==> src/rtl/spi_slave_bmm150_if.sv <==
// SPI pins plus the host-side sample/write-report port of the BMM150 emulator.
interface spi_slave_bmm150_if;
    logic        sclk;
    logic        cs_n;
    logic        mosi;
    logic        miso;
    logic [63:0] sens_data;
    logic        sens_valid;
    logic        wr_strobe;
    logic [6:0]  wr_addr;
    logic [7:0]  wr_data;
    logic        frame_done;
    logic        busy;

    modport slave (
        input  sclk, cs_n, mosi, sens_data, sens_valid,
        output miso, wr_strobe, wr_addr, wr_data, frame_done, busy
    );

    modport master (
        output sclk, cs_n, mosi, sens_data, sens_valid,
        input  miso, wr_strobe, wr_addr, wr_data, frame_done, busy
    );
endinterface

==> src/rtl/spi_slave_bmm150.sv <==
// SPI mode-0 responder emulating the BMM150 register map. SPI pins are
// oversampled in the clk domain; sensor samples arrive from the host port and
// are held back while a frame is running so a burst read sees one sample.
module spi_slave_bmm150 #(
    parameter logic [7:0] CHIP_ID      = 8'h32,
    parameter logic [6:0] CHIP_ID_ADDR = 7'h40,
    parameter logic [6:0] DATA_BASE    = 7'h42,
    parameter logic [6:0] CTRL_BASE    = 7'h4B
) (
    input  logic               clk,
    input  logic               rst_n,
    spi_slave_bmm150_if.slave  bus
);

    typedef enum logic [2:0] {ARM, IDLE, ADDR, WR_DATA, RD_DATA} state_t;

    typedef struct packed {
        logic       strobe;
        logic [6:0] addr;
        logic [7:0] data;
    } wr_rpt_t;

    // synchronizers and edge detection
    logic [1:0] sclk_sync, cs_sync, mosi_sync;
    logic       sclk_prev, cs_prev;
    logic       sclk_s, cs_s, mosi_s;
    logic       sclk_rise, sclk_fall, cs_rise, cs_fall;

    // frame state
    state_t     state;
    logic [2:0] cnt;
    logic [6:0] shift;
    logic [6:0] addr;
    logic [7:0] tx;
    logic       miso_q;
    logic       frame_done_q;
    wr_rpt_t    wr_q;

    // register storage
    logic [7:0][7:0] ctrl;
    logic [7:0][7:0] shadow;
    logic [63:0]     pending;
    logic            pend_vld;

    logic       busy_w;
    logic [6:0] addr_nxt;
    logic [6:0] wr_off;
    logic [7:0] rx_byte;

    assign sclk_s    = sclk_sync[1];
    assign cs_s      = cs_sync[1];
    assign mosi_s    = mosi_sync[1];
    assign sclk_rise =  sclk_s & ~sclk_prev;
    assign sclk_fall = ~sclk_s &  sclk_prev;
    assign cs_rise   =  cs_s   & ~cs_prev;
    assign cs_fall   = ~cs_s   &  cs_prev;

    assign busy_w   = (state == ADDR) || (state == WR_DATA) || (state == RD_DATA);
    assign addr_nxt = addr + 7'd1;
    assign wr_off   = addr - CTRL_BASE;
    assign rx_byte  = {shift, mosi_s};

    assign bus.miso       = miso_q;
    assign bus.wr_strobe  = wr_q.strobe;
    assign bus.wr_addr    = wr_q.addr;
    assign bus.wr_data    = wr_q.data;
    assign bus.frame_done = frame_done_q;
    assign bus.busy       = busy_w;

    // Read-side decode; offsets use 7-bit wrap so one compare covers each window.
    function automatic logic [7:0] read_val(input logic [6:0] a);
        logic [6:0] doff;
        logic [6:0] coff;
        doff     = a - DATA_BASE;
        coff     = a - CTRL_BASE;
        read_val = 8'h00;
        if (a == CHIP_ID_ADDR)
            read_val = CHIP_ID;
        else if (doff < 7'd8)
            read_val = shadow[doff[2:0]];
        else if (coff < 7'd8)
            read_val = ctrl[coff[2:0]];
    endfunction

    // Two-flop synchronizers; cs resets low so ARM waits for a real deassertion.
    always_ff @(posedge clk) begin
        if (!rst_n) begin
            sclk_sync <= '0;
            cs_sync   <= '0;
            mosi_sync <= '0;
            sclk_prev <= 1'b0;
            cs_prev   <= 1'b0;
        end else begin
            sclk_sync <= {sclk_sync[0], bus.sclk};
            cs_sync   <= {cs_sync[0],   bus.cs_n};
            mosi_sync <= {mosi_sync[0], bus.mosi};
            sclk_prev <= sclk_s;
            cs_prev   <= cs_s;
        end
    end

    // Frame FSM: address decode, write commit, read shifter, frame termination.
    always_ff @(posedge clk) begin
        if (!rst_n) begin
            state        <= ARM;
            cnt          <= '0;
            shift        <= '0;
            addr         <= '0;
            tx           <= '0;
            miso_q       <= 1'b0;
            frame_done_q <= 1'b0;
            wr_q         <= '0;
            ctrl         <= 64'h0000_0000_0000_0600;
        end else begin
            wr_q.strobe  <= 1'b0;
            frame_done_q <= 1'b0;
            if (state != ARM && cs_rise) begin
                // partial bytes are simply dropped
                state        <= IDLE;
                miso_q       <= 1'b0;
                frame_done_q <= 1'b1;
                cnt          <= '0;
            end else begin
                case (state)
                    ARM: begin
                        if (cs_s)
                            state <= IDLE;
                    end
                    IDLE: begin
                        miso_q <= 1'b0;
                        if (cs_fall) begin
                            cnt   <= '0;
                            shift <= '0;
                            state <= ADDR;
                        end
                    end
                    ADDR: begin
                        if (sclk_rise) begin
                            shift <= {shift[5:0], mosi_s};
                            cnt   <= cnt + 3'd1;
                            if (cnt == 3'd7) begin
                                addr <= rx_byte[6:0];
                                if (rx_byte[7]) begin
                                    state <= RD_DATA;
                                    tx    <= read_val(rx_byte[6:0]);
                                end else begin
                                    state <= WR_DATA;
                                end
                            end
                        end
                    end
                    WR_DATA: begin
                        if (sclk_rise) begin
                            shift <= {shift[5:0], mosi_s};
                            cnt   <= cnt + 3'd1;
                            if (cnt == 3'd7) begin
                                if (wr_off < 7'd8) begin
                                    ctrl[wr_off[2:0]] <= rx_byte;
                                    wr_q <= '{strobe: 1'b1, addr: addr, data: rx_byte};
                                end
                                addr <= addr_nxt;
                            end
                        end
                    end
                    RD_DATA: begin
                        if (sclk_fall) begin
                            miso_q <= tx[7];
                            tx     <= {tx[6:0], 1'b0};
                        end else if (sclk_rise) begin
                            cnt <= cnt + 3'd1;
                            if (cnt == 3'd7) begin
                                addr <= addr_nxt;
                                tx   <= read_val(addr_nxt);
                            end
                        end
                    end
                    default: state <= ARM;
                endcase
            end
        end
    end

    // Sample shadow: direct load when idle, deferred to frame end while busy.
    always_ff @(posedge clk) begin
        if (!rst_n) begin
            shadow   <= '0;
            pending  <= '0;
            pend_vld <= 1'b0;
        end else begin
            if (frame_done_q && pend_vld) begin
                shadow   <= pending;
                pend_vld <= 1'b0;
            end
            if (bus.sens_valid) begin
                if (busy_w) begin
                    pending  <= bus.sens_data;
                    pend_vld <= 1'b1;
                end else begin
                    shadow <= bus.sens_data;
                end
            end
        end
    end

endmodule
==> src/flat_wrapper.sv <==
// flat-port wrapper written by rule: the top's interface ports become plain ports
module spi_slave_bmm150_flat 
#(
    parameter logic [7:0] CHIP_ID      = 8'h32,
    parameter logic [6:0] CHIP_ID_ADDR = 7'h40,
    parameter logic [6:0] DATA_BASE    = 7'h42,
    parameter logic [6:0] CTRL_BASE    = 7'h4B
)
  (clk, rst_n, bus_sclk, bus_cs_n, bus_mosi, bus_sens_data, bus_sens_valid, bus_miso, bus_wr_strobe, bus_wr_addr, bus_wr_data, bus_frame_done, bus_busy);
  spi_slave_bmm150_if bus_i ();
  input  logic clk;
  input  logic rst_n;
  input wire logic [$bits(bus_i.sclk)-1:0] bus_sclk;
  input wire logic [$bits(bus_i.cs_n)-1:0] bus_cs_n;
  input wire logic [$bits(bus_i.mosi)-1:0] bus_mosi;
  input wire logic [$bits(bus_i.sens_data)-1:0] bus_sens_data;
  input wire logic [$bits(bus_i.sens_valid)-1:0] bus_sens_valid;
  output wire logic [$bits(bus_i.miso)-1:0] bus_miso;
  output wire logic [$bits(bus_i.wr_strobe)-1:0] bus_wr_strobe;
  output wire logic [$bits(bus_i.wr_addr)-1:0] bus_wr_addr;
  output wire logic [$bits(bus_i.wr_data)-1:0] bus_wr_data;
  output wire logic [$bits(bus_i.frame_done)-1:0] bus_frame_done;
  output wire logic [$bits(bus_i.busy)-1:0] bus_busy;
  assign bus_i.sclk = bus_sclk;
  assign bus_i.cs_n = bus_cs_n;
  assign bus_i.mosi = bus_mosi;
  assign bus_i.sens_data = bus_sens_data;
  assign bus_i.sens_valid = bus_sens_valid;
  assign bus_miso = bus_i.miso;
  assign bus_wr_strobe = bus_i.wr_strobe;
  assign bus_wr_addr = bus_i.wr_addr;
  assign bus_wr_data = bus_i.wr_data;
  assign bus_frame_done = bus_i.frame_done;
  assign bus_busy = bus_i.busy;
  spi_slave_bmm150 #(.CHIP_ID(CHIP_ID), .CHIP_ID_ADDR(CHIP_ID_ADDR), .DATA_BASE(DATA_BASE), .CTRL_BASE(CTRL_BASE)) u_core (.clk(clk), .rst_n(rst_n), .bus(bus_i));
endmodule
==> config.mk <==
export PLATFORM = sky130hd
export DESIGN_NAME = spi_slave_bmm150_flat
export DESIGN_NICKNAME = d
export VERILOG_FILES = /design/src/rtl/spi_slave_bmm150_if.sv /design/src/rtl/spi_slave_bmm150.sv /design/src/flat_wrapper.sv
export SDC_FILE = /design/constraint.sdc
export NUM_CORES = 1
export LEC_CHECK = 0
export ABC_AREA = 1
export CAP_MARGIN = 20
export CORE_MARGIN = 2
export CORE_UTILIZATION = 40
export DETAILED_ROUTE_END_ITERATION = 6
export PLACE_DENSITY = 0.66
export RECOVER_POWER = 100
export SLEW_MARGIN = 25
export SYNTH_ARGS = -nofsm -noshare
export SYNTH_HDL_FRONTEND = slang
export SYNTH_SLANG_ARGS = --single-unit
==> constraint.sdc <==
create_clock -name clk -period 3.6 [get_ports clk]
set_input_delay 0.72 -clock clk [delete_from_list [all_inputs] [get_ports clk]]
set_output_delay 0.72 -clock clk [all_outputs]
set_load 0.02 [all_outputs]
==> reports/summary.txt <==
Status - complete, but fails checks
Failing checks - capacitance limit, slew limit
Worst setup SP type - flop
Top cell type's share of synthesized area - 0.388
Most common cell in the netlist - nand2_1
Initial drt markers - 1306
Fraction of layout cells with a size suffix above 1 - 0.0538
Critical path endpoint category - primary output
Hold crit path type - flop to flop
Largest family of logic cells by synthesized area - compound AO/OA/AOI/OAI gates
Worst Path Arrival - 2590 ps
Synth Area in Adders - 0.0108
Core Box Area - 31500 um^2
First-pass GRT wire length - 63.2 mm
Die Area - 33300 um^2
Wire per inst - 17.5 um
Power Density - 567 nW/um^2
CP Max Fanout - 6
Ys async rst share - 0
Antenna diode count - 0
Layout Nets - 1939
Dpl hpwl - 26.0 mm
Clk_skew - 12.2 ps
Synth Area in Compound Gates - 0.266
Final cycle utilization of the critical path - 0.920
Root buffer cell - clkbuf_16
Simple-gate share of the synthesized area - 0.239
Final weighted congestion in routability-driven placement - 0.962
Hold path depth - 2
I/O pins - 89
Die W - 183 um
# clock sinks - 247
# H-tree levels - 1
Clock transition at the registers of the reported paths - 60 ps
Area leader, netlist - dfxtp_1
Unrepaired setup endpoints after global routing - false
Detailed Route WL - 40.0 mm
Largest net degree at the start of global routing - 99
# setup viols final - 0
Routed Antenna Nets - 0
Gr ovfl total - 0
Top cells by count, synth - 298 x nand2_1, 247 x dfxtp_1, 239 x nor2_1
Worst-Skew Late Latency - 550 ps
Max incr delay on CP - 650 ps
Crit Path Class - flop to primary output
Dominant cells by area after synthesis - dfxtp_1 39%, nand2_1 8.8%, o21ai_0 8.7%, nor2_1 7.0%, a21oi_1 5.3%
CTS hold repair buffers - 0
Fmax - 302 MHz
Synthesized flop and latch total - 247
Via-to-Cell Ratio - 5.68
Post-Synth XOR/XNOR Area - 0.000687
Resize count post-CTS - 0
Top FF cell, synth - dfxtp_1
Critical-path cell list - inv_1 > nor2_1 > nor2_1 > inv_1 > clkdlybuf4s50_1
Clock Path Buffers - 3
Net Count, Synth - 1938
GRT Overall Usage - 0.232
Max cap viols - 2
Pre-CTS WS - 732 ps
Postcts setup bufs - 0
Number of global-route vias before repair - 11741
Initial antenna violation count - 0
CTS tree - done
Post-route setup TNS - 0 ps
Critical Path Slowest Stage Cell - clkdlybuf4s50_1
Die Ht - 183 um
Mux contribution to synthesized area - 0
CTS Buf Count - 27
Synthesized cell area - 12800 um^2
Synthesized instance count - 1857
Reg2reg path depth - 13
LEAKAGE - 5.89 nW
Layout area overhead - 14.1%
Hold Fails Final Rpt - 0
Vias after detailed routing - 12942
Syn. warnings - 0
Slack of the critical path - 289 ps
VDD IR-drop max - 0.349 mV
Pins over their slew limit - 130
Row count - 65
Worst-Margin Slew - 2210 ps
Final Critical Period - 3310 ps
Post-synth EDFFs - 0
Initial core utilization - 0.405
DR DRC count - 0
First drt pass iteration count - 6
I/O Buffers - 88
CP Data Required Time - 2880 ps
Unique masters post-synth - 45
Mean Syn Cell Area - 6.87 um^2
Slew margin rel. - -0.477
Post-synthesis sequential area ratio - 0.388
## state kept, by name (all words and copies together), names as in the netlist, 3 cells and up
name and count:
u_core.tx 8, u_core.bus.wr_data 8, u_core.shadow 64, u_core.addr 7, u_core.bus.wr_addr 7, u_core.ctrl 64
u_core.shift 7, u_core.pending 64, u_core.cnt 3, u_core.state 3
## critical path: cells and delay by family (launching register included)
family	cells	cell delay (ps)
AND/OR/NAND/NOR	2	630
flip-flops	1	470
buffers and inverters	3	940
## per-layer routing
metal | GRT usage | up-vias | share of wire
li1 | - | 6289 | -
met1 | 0.318 | 5998 | 0.44
met2 | 0.372 | 563 | 0.45
met3 | 0.0311 | 92 | 0.075
met4 | 0.0884 | 0 | 0.034
met5 | 0 | - | 0
## where the power goes
group	leakage (nW)	internal, W	switching (W)
Sequential	2.02	0.00306	0.000322
Combinational	3.44	0.000651	0.00134
Clock	0.437	0.00171	0.00116
## stage by stage
stage                     hold slack (ps)  instances  total power [W]  area (um^2)  utilization
after floorplan                       390       1857          0.00466        12800            -
after CTS                             417       2280          0.00827        14700        0.466
after global placement                398       2231          0.00536        13800        0.437
after global routing                  430       2280          0.00867        14500        0.462
final                                 415       2280          0.00824        14500        0.462
after detailed placement              401       2231          0.00538        13800        0.437
## cell type report
cell class              count  area [um^2]
fillers                  3160        16900
multi-input cells        1303         6490
flip-flops and latches    247         4950
repair buffers            110         1050
clock buffers              33          718
inverters                 169          637
well taps                 402          503
clock inverters            16          196
## kinds of logic after synthesis
family	Yosys count
AOI/OAI and AO/OA	569
buffers and inverters	307
and+or+nand+nor	722
adders and majority gates	11
DFF	247
xor gates and xnor gates	1
## final timing paths
path,start,to,slack [ps]
max reg2reg,u_core.addr[0],u_core.tx[7],400
min,u_core.cs_sync[0],u_core.cs_sync[1],410
max,u_core.state[2],bus_busy,290
min reg2reg,u_core.cs_sync[0],u_core.cs_sync[1],410
## placed cells by master (no fill, tap or decap), types with 7 or more instances in the layout
master	instances
nor2_1	239
inv_1	157
o21a_1	22
o22ai_1	16
ha_1	11
clkinv_2	7
o21ai_0	223
a31oi_1	51
a21oi_1	139
clkdlybuf4s50_1	69
nand3_1	131
buf_4	16
nand2_2	7
nor3_1	16
nand2_1	299
o21ai_1	7
o211ai_1	32
a211oi_1	49
a311oi_1	14
nand4_1	9
a22oi_1	7
clkbuf_16	27
dlygate4sd3_1	18
dfxtp_1	244
(Power assumes the default switching activity.)
